## config.mk

```make
export PLATFORM = sky130hd
export DESIGN_NAME = lane_shift_reg_flat
export DESIGN_NICKNAME = d
export VERILOG_FILES = /design/src/rtl/fft_pkg.sv /design/src/rtl/lane_shift_reg_if.sv /design/src/rtl/lane_shift_cnt.sv /design/src/rtl/lane_shift_reg.sv /design/src/flat_wrapper.sv
export SDC_FILE = /design/constraint.sdc
export NUM_CORES = 1
export LEC_CHECK = 0
export CAP_MARGIN = 20
export CORE_AREA = 5 5 42 44
export CTS_BUF_LIST = sky130_fd_sc_hd__clkbuf_2 sky130_fd_sc_hd__clkbuf_4 sky130_fd_sc_hd__clkbuf_8
export CTS_CLUSTER_DIAMETER = 50
export CTS_CLUSTER_SIZE = 25
export DETAILED_ROUTE_END_ITERATION = 16
export DIE_AREA = 0 0 47 49
export PLACE_DENSITY = 0.76
export SLEW_MARGIN = 20
export SYNTH_ARGS = -nofsm -noshare
export SYNTH_HDL_FRONTEND = slang
export SYNTH_SLANG_ARGS = --single-unit
```

## constraint.sdc

```tcl
create_clock -name clk -period 1.1 [get_ports clk]
set_input_delay 0.11 -clock clk [delete_from_list [all_inputs] [get_ports clk]]
set_output_delay 0.11 -clock clk [all_outputs]
set_load 0.005 [all_outputs]
```

## src/rtl/fft_pkg.sv

```systemverilog
// Shared FFT datapath definitions: shift-register mode encodings and a
// ceiling-log2 helper used to size lane counters.
package fft_pkg;

  localparam logic [1:0] MODE_HOLD = 2'b00;
  localparam logic [1:0] MODE_SHR  = 2'b01;
  localparam logic [1:0] MODE_SHL  = 2'b10;
  localparam logic [1:0] MODE_LOAD = 2'b11;

  // Ceiling log2, never below 1, so a counter always has at least one bit.
  function automatic int clog2(input int n);
    int r;
    r = 0;
    for (int v = n - 1; v > 0; v = v >> 1) r++;
    return (r < 1) ? 1 : r;
  endfunction

endpackage

```

## src/rtl/lane_shift_reg_if.sv

```systemverilog
// Control and data bundle of the lane shift register; master drives the
// controls and data in, slave is the register itself.
interface lane_shift_reg_if
  import fft_pkg::*;
#(
    parameter int LANE_W = 1,
    parameter int DEPTH  = 4
);
    localparam int W     = LANE_W * DEPTH;
    localparam int CNT_W = clog2(DEPTH);

    logic              clr;
    logic              en;
    logic [1:0]        mode;
    logic [LANE_W-1:0] s_in_r;
    logic [LANE_W-1:0] s_in_l;
    logic [W-1:0]      pin;
    logic [W-1:0]      dout;
    logic [LANE_W-1:0] s_out_r;
    logic [LANE_W-1:0] s_out_l;
    logic [CNT_W-1:0]  cnt;
    logic              word_done;

    modport master (
        output clr, en, mode, s_in_r, s_in_l, pin,
        input  dout, s_out_r, s_out_l, cnt, word_done
    );

    modport slave (
        input  clr, en, mode, s_in_r, s_in_l, pin,
        output dout, s_out_r, s_out_l, cnt, word_done
    );

endinterface

```

## src/rtl/lane_shift_cnt.sv

```systemverilog
// Modulo-DEPTH shift counter; pulses word_done on the edge that completes
// DEPTH shifts and wraps the count back to zero.
module lane_shift_cnt #(
    parameter int DEPTH = 4,
    parameter int CNT_W = 2
) (
    input  logic             clk,
    input  logic             clr_n,
    input  logic             clr_i,
    input  logic             load_i,
    input  logic             shift_i,
    output logic [CNT_W-1:0] cnt_o,
    output logic             word_done_o
);

    localparam logic [CNT_W-1:0] LAST = CNT_W'(DEPTH - 1);

    logic [CNT_W-1:0] cnt_q, cnt_d;
    logic             done_q, done_d;

    // NOTE: every output of a combinational block gets a default first, so no
    // path through the ifs leaves a variable unassigned and infers a latch.
    always_comb begin
        cnt_d  = cnt_q;
        done_d = 1'b0;
        if (clr_i || load_i) begin
            cnt_d = '0;
        end else if (shift_i) begin
            if (cnt_q == LAST) begin
                cnt_d  = '0;
                done_d = 1'b1;
            end else begin
                cnt_d = cnt_q + CNT_W'(1);
            end
        end
    end

    // NOTE: state registers use non-blocking assignments so every flop samples
    // the pre-edge values regardless of statement order.
    always_ff @(posedge clk or negedge clr_n) begin
        if (!clr_n) begin
            cnt_q  <= '0;
            done_q <= 1'b0;
        end else begin
            cnt_q  <= cnt_d;
            done_q <= done_d;
        end
    end

    assign cnt_o       = cnt_q;
    assign word_done_o = done_q;

endmodule

```

## src/rtl/lane_shift_reg.sv

```systemverilog
// Universal multi-lane shift register (SIPO/PISO) between the serial sample
// stream and the FFT butterflies; holds the data, delegates word counting.
module lane_shift_reg
  import fft_pkg::*;
#(
    parameter int LANE_W = 1,
    parameter int DEPTH  = 4
) (
    input  logic                clk,
    input  logic                clr_n,
    lane_shift_reg_if.slave     bus
);

    localparam int W     = LANE_W * DEPTH;
    localparam int CNT_W = clog2(DEPTH);

    logic [W-1:0] dout_q, dout_d;
    logic         do_shift;
    logic         do_load;

    // Synchronous clear beats everything; en=0 behaves exactly like MODE_HOLD.
    always_comb begin
        dout_d   = dout_q;
        do_shift = 1'b0;
        do_load  = 1'b0;
        if (bus.clr) begin
            dout_d = '0;
        end else if (bus.en) begin
            case (bus.mode)
                MODE_SHR: begin
                    dout_d   = {bus.s_in_r, dout_q[W-1:LANE_W]};
                    do_shift = 1'b1;
                end
                MODE_SHL: begin
                    dout_d   = {dout_q[W-LANE_W-1:0], bus.s_in_l};
                    do_shift = 1'b1;
                end
                MODE_LOAD: begin
                    dout_d  = bus.pin;
                    do_load = 1'b1;
                end
                default: dout_d = dout_q;
            endcase
        end
    end

    // NOTE: only clr_n initialises the register; there are no memories here
    // whose contents would need to survive or be exempt from reset.
    always_ff @(posedge clk or negedge clr_n) begin
        if (!clr_n) dout_q <= '0;
        else        dout_q <= dout_d;
    end

    lane_shift_cnt #(
        .DEPTH (DEPTH),
        .CNT_W (CNT_W)
    ) u_cnt (
        .clk         (clk),
        .clr_n       (clr_n),
        .clr_i       (bus.clr),
        .load_i      (do_load),
        .shift_i     (do_shift),
        .cnt_o       (bus.cnt),
        .word_done_o (bus.word_done)
    );

    assign bus.dout    = dout_q;
    assign bus.s_out_r = dout_q[LANE_W-1:0];
    assign bus.s_out_l = dout_q[W-1 -: LANE_W];

endmodule

```

## src/flat_wrapper.sv

```systemverilog
// flat-port wrapper written by rule: the top's interface ports become plain ports
module lane_shift_reg_flat import fft_pkg::*;
#(
    parameter int LANE_W = 1,
    parameter int DEPTH  = 4
)
  (clk, clr_n, bus_clr, bus_en, bus_mode, bus_s_in_r, bus_s_in_l, bus_pin, bus_dout, bus_s_out_r, bus_s_out_l, bus_cnt, bus_word_done);
  lane_shift_reg_if #(.LANE_W(LANE_W), .DEPTH(DEPTH)) bus_i ();
  input  logic clk;
  input  logic clr_n;
  input wire logic [$bits(bus_i.clr)-1:0] bus_clr;
  input wire logic [$bits(bus_i.en)-1:0] bus_en;
  input wire logic [$bits(bus_i.mode)-1:0] bus_mode;
  input wire logic [$bits(bus_i.s_in_r)-1:0] bus_s_in_r;
  input wire logic [$bits(bus_i.s_in_l)-1:0] bus_s_in_l;
  input wire logic [$bits(bus_i.pin)-1:0] bus_pin;
  output wire logic [$bits(bus_i.dout)-1:0] bus_dout;
  output wire logic [$bits(bus_i.s_out_r)-1:0] bus_s_out_r;
  output wire logic [$bits(bus_i.s_out_l)-1:0] bus_s_out_l;
  output wire logic [$bits(bus_i.cnt)-1:0] bus_cnt;
  output wire logic [$bits(bus_i.word_done)-1:0] bus_word_done;
  assign bus_i.clr = bus_clr;
  assign bus_i.en = bus_en;
  assign bus_i.mode = bus_mode;
  assign bus_i.s_in_r = bus_s_in_r;
  assign bus_i.s_in_l = bus_s_in_l;
  assign bus_i.pin = bus_pin;
  assign bus_dout = bus_i.dout;
  assign bus_s_out_r = bus_i.s_out_r;
  assign bus_s_out_l = bus_i.s_out_l;
  assign bus_cnt = bus_i.cnt;
  assign bus_word_done = bus_i.word_done;
  lane_shift_reg #(.LANE_W(LANE_W), .DEPTH(DEPTH)) u_core (.clk(clk), .clr_n(clr_n), .bus(bus_i));
endmodule
```

==> results.toml <==
[timing]
period_needed_ns = 1.227
clock_skew_ns = 0.003743
period_share_pct = 111.5
setup_viol_count_final = 3
slew-limit-headroom_pct = 77.73
finalMaxSlewViolations = 0
layout_setup_ws_ns = -0.1267
tightest_slew_ns = 0.3330
hold_viol_final = 0
fmax_mhz = 815.2
rsz0062_at_grt = "yes"
whs_ns = 0.1220

[finish]
fin_nets = 98
layout_commonest_cell = "buf_4"
syn2layout_area_growth_pct = 94.35
drive_gt1_share_pct = 51.85
fin_cells = 97
n_antenna_cell = 0
final_cell_mix = "buf_4 (12), clkdlybuf4s50_1 (9), dfrtp_1 (7), dlygate4sd2_1 (6), nor2_2 (5)"
fill_cells = 121
finish.instance_area_um2 = 860.8

[route]
dr.pass1.iters = 3
vias_per_cell = 5.062
vias = 491
routedWlPerCell_um = 14.63
drtAntennaViolNets = 0
first_iter_violations = 3
drc = 0
wirelength_um = 1419

[grt]
overflow = 0
grt_usage_pct = 13.96
grt_pass1_wl_um = 2311
antenna_found_initial = 0
grt_pass1_vias = 547
grt_max_degree = 9

[clocking]
numCtsBuffers = 3
clockRootBuffer = "clkbuf_4"
cts_buffer_depth = 2
ctsHtreeMaxLevel = 1
clkTransAtPathRegs_ns = 0.06
tritoncts = "done"
clk_latency_ns = 0.25
cts.sinks = 7

[die]
num_rows = 14
dieArea_um2 = 2303
core_um2 = 1401
die_x_um = 47
dieHeight_um = 49
io_pins = 21
start_util_pct = 31.61

[power]
powerDensity_nw_per_um2 = 958.9
leakage_uw = 0.0004073
irDropWorstVdd_uv = 553.0

[setup_path]
cp_data_arrival_time_ns = 1.37
path_class = "flop to flop"
worst_path_most_repeated_cell = "a22o_1"
crit_fanout = 2
startpoint_type = "flop"
slowest_stage = "dfrtp_1"
worstSetupEndpointType = "flop"
cpPeakStageDelay_ns = 0.39
worstPathCellList = "buf_6 -> ha_4 -> a22o_1 -> a22o_1"
cp_data_required_time_ns = 1.24

[placed_design]
gp_congestion = 0.8320
portBuffers = 20
dpl-instance-area_um2 = 693.2
placed_cells = 85
dpl.hpwl_um = 997.5

[outcome]
violations = "negative setup slack"
status = "complete, but fails checks"

[hold_path]
hold_class = "primary input to async pin"

[synthesis]
synthCells = 45
avgSynthCellArea_um2 = 9.843
netlist_area_um2 = 442.9
ys_seq_area_share_pct = 39.55
synthDistinctLibCells = 16
ys_warn_count = 0
ys_seq_elements = 7
synth_nets = 61

[job]
maxCapViolations = 0
## kinds of logic (layout without fill, tap and decap cells)
kind of cell	Yosys count	count (layout)	share of synthesized area, %
and+or+nand+nor	15	15	14.41
AOI/OAI and AO/OA	13	13	26.27
DFF	7	7	39.55
adders and majority gates	4	4	11.30
buffers and inverters	6	42	8.473
## final cells by class
type / instances / area [um2] / area share (%)
Clock buffer: 4 / 30.03 / 3.488
Inverter: 2 / 7.507 / 0.8721
Multi-Input combinational cell: 32 / 325.3 / 37.79
Sequential cell: 7 / 175.2 / 20.35
Tap cell: 16 / 20.02 / 2.326
Timing Repair Buffer: 36 / 302.8 / 35.17
## registers in the layout (all words and copies together) (netlist names)
name,cells
u_core.u_cnt.cnt_o,2
u_core.bus.dout,4
u_core.u_cnt.word_done_o,1
## where the power goes
part | switching, uW | internal, uW | total, uW
Sequential | 10.5 | 274 | 285
Clock | 97.8 | 163 | 261
Combinational | 121 | 159 | 280
Total | 229 | 596 | 825
## per-stage QoR
| stage | TNS (ns) | setup slack (ns) | utilization (%) | power, uW |
|---|---|---|---|---|
| after global placement | -3.261 | -0.5343 | 49.46 | 494.2 |
| after floorplan | -0.08010 | -0.08010 | - | 379.5 |
| after CTS | -0.2621 | -0.1342 | 60.36 | 818.4 |
| after detailed placement | -3.707 | -0.5767 | 49.46 | 500.3 |
| final | -0.2361 | -0.1267 | 61.43 | 825.4 |
| after global routing | -0.3426 | -0.1478 | 61.43 | 873.8 |
## what timing repair did
item                                    in CTS  in global routing
gates cloned                                 0                  0
buffers inserted                             8                  0
endpoints found under the setup margin      16                  9
pin swaps                                    5                  3
gates resized for setup                     35                 11
hold buffers                                 0                  0
## cells in the mapped netlist, drive strengths merged
cell type | number | area, um2
a22o | 2 | 17.52
a22oi | 5 | 37.54
a311oi | 4 | 35.03
and3 | 1 | 6.260
buf | 3 | 26.27
clkbuf | 1 | 3.750
dfrtp | 7 | 175.2
ha | 4 | 50.05
inv | 2 | 7.510
nand2 | 4 | 15.01
nand2b | 1 | 6.260
nor2 | 8 | 30.03
nor2b | 1 | 6.260
o31a | 1 | 17.52
o32ai | 1 | 8.760
## path summary, 6_finish.rpt
path,start,endpoint,slack (ns),depth (start not counted)
max in group asynchronous,clr_n,u_core.bus.dout[2],0.73,1
worst min-delay path,clr_n,u_core.bus.dout[0],0.12,1
min in group clk,bus_mode[0],u_core.bus.dout[1],0.43,5
worst min register to register,u_core.bus.dout[1],u_core.bus.dout[0],0.71,3
worst max-delay path,u_core.u_cnt.cnt_o[1],u_core.u_cnt.cnt_o[1],-0.13,4
worst max register to register,u_core.u_cnt.cnt_o[1],u_core.u_cnt.cnt_o[1],-0.13,4
## critical path: cells and delay by family (launching register included)
kind	cells	cell delay, ns
compound gates	2	0.38
buf+inv	1	0.13
flops	1	0.39
fa+ha+maj	1	0.22
## metal layers
metal | vias up | share of wire [%] | GRT usage [%]
met5 | - | 0 | 0
met4 | 0 | 3.2 | 6.912
met3 | 6 | 8.5 | 4.059
met2 | 20 | 50 | 23.76
met1 | 228 | 38 | 14.80
li1 | 237 | - | -
Note: power is estimated with default switching activity, not from simulation.
